`config.mk`:
```
export PLATFORM = sky130hd
export DESIGN_NAME = if_stage
export DESIGN_NICKNAME = d
export VERILOG_FILES = /design/src/rtl/riscv_pkg.sv /design/src/rtl/instruction_memory.sv /design/src/rtl/if_stage.sv
export SDC_FILE = /design/constraint.sdc
export NUM_CORES = 1
export LEC_CHECK = 0
export CAP_MARGIN = 20
export CORE_UTILIZATION = 41
export CTS_CLUSTER_DIAMETER = 80
export DETAILED_ROUTE_END_ITERATION = 10
export PLACE_DENSITY = 0.85
export REMOVE_ABC_BUFFERS = 1
export SETUP_SLACK_MARGIN = 0.15
export SLEW_MARGIN = 30
export SYNTH_ARGS = -nofsm -noshare
export SYNTH_HDL_FRONTEND = slang
export SYNTH_SLANG_ARGS = --single-unit
```
`constraint.sdc`:
```
create_clock -name clk -period 4.15 [get_ports clk]
set_input_delay 0.83 -clock clk [delete_from_list [all_inputs] [get_ports clk]]
set_output_delay 0.83 -clock clk [all_outputs]
set_load 0.02 [all_outputs]
```
`src/rtl/riscv_pkg.sv`:
```
// rtl/riscv_pkg.sv - shared pipeline constants and the IF/ID bundle
package riscv_pkg;

  localparam int XLEN = 32;
  localparam logic [XLEN-1:0] NOP_INSTR = 32'h00000013;
  localparam logic [XLEN-1:0] RESET_PC  = 32'h00000000;

  typedef struct packed {
    logic [XLEN-1:0] instr;
    logic [XLEN-1:0] pc;
    logic [XLEN-1:0] pc_plus4;
    logic            valid;
  } if_id_t;

  function automatic if_id_t make_if_id(input logic [XLEN-1:0] instr,
                                        input logic [XLEN-1:0] pc,
                                        input logic            valid);
    if_id_t r;
    r.instr    = instr;
    r.pc       = pc;
    r.pc_plus4 = pc + 32'd4;
    r.valid    = valid;
    return r;
  endfunction

endpackage

```
`src/rtl/instruction_memory.sv`:
```
// rtl/instruction_memory.sv - word-organised combinational instruction ROM
module instruction_memory #(
  parameter int                       IMEM_DEPTH = 64,
  parameter logic [31:0]              NOP_INSTR  = riscv_pkg::NOP_INSTR,
  parameter logic [32*IMEM_DEPTH-1:0] IMEM_INIT  = {IMEM_DEPTH{NOP_INSTR}}
) (
  input  logic [31:0] addr,
  output logic [31:0] data
);

  localparam int AW = (IMEM_DEPTH > 1) ? $clog2(IMEM_DEPTH) : 1;

  logic [31:0] rom [IMEM_DEPTH];
  logic [29:0] word_idx;
  logic        in_range;
  logic        unused_byte_bits;

  for (genvar i = 0; i < IMEM_DEPTH; i++) begin : g_rom
    assign rom[i] = IMEM_INIT[i*32 +: 32];
  end

  // Range test uses the full word index so high addresses never alias low words.
  assign word_idx         = addr[31:2];
  assign in_range         = (word_idx < 30'(IMEM_DEPTH));
  assign unused_byte_bits = ^addr[1:0];

  assign data = in_range ? rom[addr[AW+1:2]] : NOP_INSTR;

endmodule

```
`src/rtl/if_stage.sv`:
```
// rtl/if_stage.sv - instruction fetch: PC register, ROM and IF/ID register
module if_stage #(
  parameter int                       IMEM_DEPTH = 64,
  parameter logic [31:0]              RESET_PC   = riscv_pkg::RESET_PC,
  parameter logic [31:0]              NOP_INSTR  = riscv_pkg::NOP_INSTR,
  parameter logic [32*IMEM_DEPTH-1:0] IMEM_INIT  = {IMEM_DEPTH{NOP_INSTR}}
) (
  input  logic        clk,
  input  logic        reset,
  input  logic        pc_write,
  input  logic        if_id_write,
  input  logic        if_id_flush,
  input  logic        pc_src,
  input  logic [31:0] branch_target,
  output logic [31:0] pc_current,
  output logic [31:0] instruction_if,
  output logic [31:0] pc_id,
  output logic [31:0] pc_plus4_id,
  output logic [31:0] instruction_id,
  output logic        valid_id,
  output logic [31:0] fetch_count
);

  import riscv_pkg::*;

  if_id_t if_id;
  logic   unused_target_bits;

  assign unused_target_bits = ^branch_target[1:0];

  instruction_memory #(
    .IMEM_DEPTH(IMEM_DEPTH),
    .NOP_INSTR (NOP_INSTR),
    .IMEM_INIT (IMEM_INIT)
  ) u_imem (
    .addr(pc_current),
    .data(instruction_if)
  );

  // A redirect from EX wins over a hazard stall.
  always_ff @(posedge clk or posedge reset) begin
    if (reset) begin
      pc_current <= RESET_PC;
    end else if (pc_src) begin
      pc_current <= {branch_target[31:2], 2'b00};
    end else if (pc_write) begin
      pc_current <= pc_current + 32'd4;
    end
  end

  // A flush inserts a bubble but keeps pc_id/pc_plus4_id of the squashed slot.
  always_ff @(posedge clk or posedge reset) begin
    if (reset) begin
      if_id       <= make_if_id(NOP_INSTR, 32'd0, 1'b0);
      fetch_count <= 32'd0;
    end else if (if_id_flush) begin
      if_id.instr <= NOP_INSTR;
      if_id.valid <= 1'b0;
    end else if (if_id_write) begin
      if_id <= make_if_id(instruction_if, pc_current, 1'b1);
      if (fetch_count != 32'hFFFFFFFF) begin
        fetch_count <= fetch_count + 32'd1;
      end
    end
  end

  assign instruction_id = if_id.instr;
  assign pc_id          = if_id.pc;
  assign pc_plus4_id    = if_id.pc_plus4;
  assign valid_id       = if_id.valid;

endmodule

```
Word-level counts from Yosys, hierarchy flattened
Memories as Yosys holds them, arrays and structs flattened.
Index checks and enable logic that the tools add are counted.

storage, ports and cells
  bits in read-only memories = 2048
  memories = 1
  output and inout port bits = 193
  logic and storage cells = 26
  input port bits = 38
  register bits = 161

operators by class
  mux-type cells = 8
  add/sub/neg operators = 2
  bitwise logic cells = 2
  $lt $le $gt $ge = 2
  equality and inequality tests = 1
  reduce and logical (&&, ||, !) cells = 4

memory list
  name              depth  bits a word  rd ports  clocked after memory_dff  wr ports  line                      source
  (name not given)  64     32           1         0                         0         instruction_memory.sv:27  assign data = in_range ? rom[addr[AW+1:2]] : NOP_INSTR;

operators by type and width
  kind                   number
  $mux 32                6
  $mux 97                1
  $add 32x1->32 const B  1
  $add 32x3->32 const B  1
  $ne 32x32->1 const B   1
  $lt 30x7->1 const B    1
  $ge 7x7->1 const B     1
  $not 6->7              1
  $reduce_bool 2->1      2
  $reduce_and 3->1       1
  $reduce_and 2->1       1
  $mux 1                 1
  $not 1->1              1

Depth between registers and ports, before layout
  word-level depth = 7
  gate-level depth with buffers = 7
  mapped depth without buffers = 6

Modules after synthesis
From an unflattened synthesis, not the netlist that was laid out.

second synthesis, totals
  cell total of the unflattened synthesis = 795
  area, all modules = 7572.3 um^2

modules (own cells, without submodules)
  module              area an instance (um^2)  cells each  instances  sequential area each (um^2)
  if_stage            7324.5                   761         1          3883.7
  instruction_memory  247.7                    34          1          0.0

Least setup slack after synthesis
OpenSTA, ideal clock, no wires.

  path kind = flip-flop to flip-flop
  start point = register fetch_count[0]
  end point = register fetch_count[26]
  clock period less this slack = 2.186 ns
  cell stages (with the launch flop) = 7
  setup time = 0.129 ns
  buffers on the path = 0
  required time = 4.021 ns
  path slack = 1.964 ns
  arrival = 2.056 ns
  cells stage by stage = dfrtp_1 -> ha_1 -> nand4_1 -> or4_4 -> a2111oi_2 -> nand4_1 -> xnor2_1

between the ends
  cells in the longest elaborated chain, start to end = 2
  elaborated cells on any way between the ends = 3
  classes of those cells = add/sub: 1; eq/ne: 1; reduce/logical: 1

ends and longest elaborated chain
  element                                                line            source
  start: declaration                                     if_stage.sv:21  output logic [31:0] fetch_count
  start signal: assignment                               if_stage.sv:62  fetch_count <= fetch_count + 32'd1;
  branches (longest 2 deep; another with $add 32x1->32)  n/a

Several ways; the timed one is not identified.
A chain may end at the register's enable or synchronous reset.

Final worst setup path
  start point = input port if_id_flush
  end point = register fetch_count[29]

between the ends
  cells in the longest elaborated chain, start to end = 2

ends and longest elaborated chain
  element                            line            source
  start: declaration                 if_stage.sv:12  input logic if_id_flush,
  $not 1->1 (no source line)         n/a
  $reduce_and 3->1 (no source line)  n/a

Every way passes these cells.

==> impl_metrics.env <==
export IMPL_drtIter0Drc=258
export IMPL_r2r_start="fetch_count[0]$_DFFE_PP0P_"
export IMPL_cts_tree="built"
export IMPL_final_setup_viol_count=0
export IMPL_multi_input_area_um2=2850
export IMPL_hold_viol=0
export IMPL_yosys_top_cells_area="dfrtp_1 (48%), nand2_1 (9.8%), buf_4 (8.2%), xor2_1 (7.1%), xnor2_1 (4.9%)"
export IMPL_postSynthCellCount=698
export IMPL_fp_dieArea_um2=16200
export IMPL_avgSynthCellArea_um2=9.20
export IMPL_netlist_area_um2=6420
export IMPL_period_needed_ps=2860
export IMPL_fill_cells=1306
export IMPL_min_to="pc_id[3]$_DFFE_PP0P_"
export IMPL_synth_top_area_frac=0.475
export IMPL_grt_setup_unrepaired="false"
export IMPL_ctsResizeCount=0
export IMPL_instances_no_fill=1065
export IMPL_ctsRootBufferMaster="clkbuf_16"
export IMPL_p_int_uw=2870
export IMPL_dpl_cell_count=1033
export IMPL_clockBufferDepth=2
export IMPL_highest_layer="met4"
export IMPL_rr_endpoint="fetch_count[21]$_DFFE_PP0P_"
export IMPL_ys_ff_latch=124
export IMPL_synth_distinct_cells=43
export IMPL_seq_power_share=0.376
export IMPL_h_tree_depth=4
export IMPL_hold_path_class="reg2reg"
export IMPL_synth_warnings=0
export IMPL_post_cts_buffers=0
export IMPL_finClkSkew_ps=10.1
export IMPL_grt_max_degree=82
export IMPL_vias=5106
export IMPL_start_kind="input pin"
export IMPL_wirelength_mm=15.6
export IMPL_grt_pass1_wl_mm=25.3
export IMPL_timing_final_crit_share=0.690
export IMPL_io_buffers=161
export IMPL_grt_overflow=0
export IMPL_max_slew_margin=0.485
export IMPL_cts_buffers_inserted=17
export IMPL_clock_latency_ps=410
export IMPL_antenna_cells=0
export IMPL_hold_depth=2
export IMPL_antenna_found_initial=0
export IMPL_routedWlPerCell_um=14.6
export IMPL_wl_met1_mm=6.90
export IMPL_gp_congestion=0.816
export IMPL_synth_top_cell_by_area="dfrtp_1"
export IMPL_fp_dieW_um=127
export IMPL_tns_ps=0
export IMPL_synth_seq_area_share=0.484
export IMPL_drv_cap=0
export IMPL_wl_met2_mm=7.41
export IMPL_worst_pin_slew_ps=768
export IMPL_power_frac_comb=0.208
export IMPL_status="completed"
export IMPL_num_rows=45
export IMPL_p_switching_uw=1150
export IMPL_yosys_most_used_dff="dfrtp_1"
export IMPL_first_pass_iters=5
export IMPL_cp_max_fo=47
export IMPL_grtUsageTotal=0.203
export IMPL_rr_worst_depth=6
export IMPL_drive_above_1_share=0.0667
export IMPL_dpl_hpwl_mm=10.8
export IMPL_ioPinCount=231
export IMPL_clk_pin_slew_ps=50
export IMPL_cts_sinks=124
export IMPL_area_growth_pct=33.8
export IMPL_crit_arrival_ps=3200
export IMPL_leakagePower_uw=0.00376
export IMPL_synthArstFlopShare=1.00
export IMPL_die_h_um=127
export IMPL_endpoint_kind="flip-flop"
export IMPL_critPathKind="in2reg"
export IMPL_core_area_um2=15300
export IMPL_critPathRequiredTime_ps=4480
export IMPL_grt_pass1_vias=4831
export IMPL_drc=0
export IMPL_slew_viol_final=0
export IMPL_min_from="pc_id[3]$_DFFE_PP0P_"
export IMPL_vias_per_cell=4.79
export IMPL_power_frac_clock=0.416
export IMPL_cts_hold_buf=0
export IMPL_ant_nets=0
export IMPL_place_ws_ps=892
export IMPL_start_util=0.421
export IMPL_routed_wl_met3_mm=1.09
export IMPL_worst_slack_ps=1290
export IMPL_switching_share=0.285
export IMPL_final_nets=881
export IMPL_max_freq_mhz=349
export IMPL_p_per_area_nw_per_um2=467
export IMPL_ff_latch_area_um2=3110
export IMPL_r2r_slack_ps=1580
export IMPL_ir_worst_vdd_uv=291
export IMPL_synth_enable_flop_cells=0
==> final cells by class <==
| class | instances | area share |
|---|---|---|
| clock buffers | 21 | 0.0524 |
| well taps | 211 | 0.0307 |
| repair buffers | 170 | 0.195 |
| inverters | 6 | 0.00320 |
| clock inverters | 11 | 0.0250 |
| flip-flops and latches | 124 | 0.361 |
| multi-input cells | 522 | 0.332 |
==> metrics by stage <==
step | cell area (µm²) | utilization | hold slack, ps | total power, µW
after floorplan | 5970 | - | 572 | 1940
after global placement | 7920 | 0.519 | 459 | 2350
after detailed placement | 7920 | 0.519 | 461 | 2370
after CTS | 8590 | 0.563 | 477 | 4050
after global routing | 8590 | 0.563 | 506 | 4200
final | 8590 | 0.563 | 475 | 4020
==> worst max-delay path, stage by stage <==
cell,delay [ps]
clkdlybuf4s50_1,490
nand2b_4,400
nor4_2,700
nand3_1,290
nor4_1,300
xor2_1,170
==> sequential cells by signal (all words and copies together) (netlist names) <==
name and flops:
instruction_id 1, pc_id 30, fetch_count 32, pc_plus4_id 30, valid_id 1, pc_current 30
==> power groups by stage <==
stage	registers (µW)	logic, µW	clock network [µW]
2_1_floorplan	1680	257	0
3_3_place_gp	1520	824	0
3_5_place_dp	1530	838	0
4_1_cts	1510	841	1700
5_1_grt	1530	899	1760
6_report	1510	833	1670
==> Yosys cell counts (all sizes together) (4+ instances only) <==
master	number
and3	14
buf	82
clkbuf	29
dfrtp	122
inv	6
mux2	4
nand2	168
nand3	28
nand4	38
nor2	20
nor3	10
nor4	4
o21ai	57
xnor2	36
xor2	52
==> layer usage <==
layer,global-route usage,up-vias
met1,0.261,2449
met3,0.0687,16
met5,0,-
met2,0.324,188
met4,0.0665,0
li1,-,2453
==> worst max-delay path by stage <==
stage                           start                           to  cells past startpoint
final                     if_id_flush  fetch_count[29]$_DFFE_PP0P_                      6
after global routing      if_id_flush  fetch_count[29]$_DFFE_PP0P_                      6
after CTS                 if_id_flush  fetch_count[29]$_DFFE_PP0P_                      6
after detailed placement  if_id_flush  fetch_count[29]$_DFFE_PP0P_                      6
after global placement    if_id_flush  fetch_count[29]$_DFFE_PP0P_                      6
after floorplan                 reset   fetch_count[0]$_DFFE_PP0P_                      1
==> cells by family after synthesis <==
kind of cell | after synthesis | share of synthesized area
other | 2 | 0.00117
muxes | 5 | 0.00857
DFF | 124 | 0.484
xor gates and xnor gates | 88 | 0.120
buffers and inverters | 117 | 0.112
adders and majority gates | 2 | 0.00390
and+or+nand+nor | 299 | 0.220
AOI/OAI and AO/OA | 61 | 0.0507
==> placed cells by master (no fill, tap or decap), types with 6 or more instances in the layout <==
cell / instances
nand2_1: 168
clkdlybuf4s50_1: 160
dfrtp_1: 122
conb_1: 67
xor2_1: 52
o21ai_0: 43
nand4_1: 38
xnor2_1: 36
nand3_1: 28
nor2_1: 20
clkbuf_16: 17
and3_1: 14
o21ai_1: 14
buf_4: 10
nor3_1: 7
bufinv_16: 6
Power figures use the tool's default switching activity.
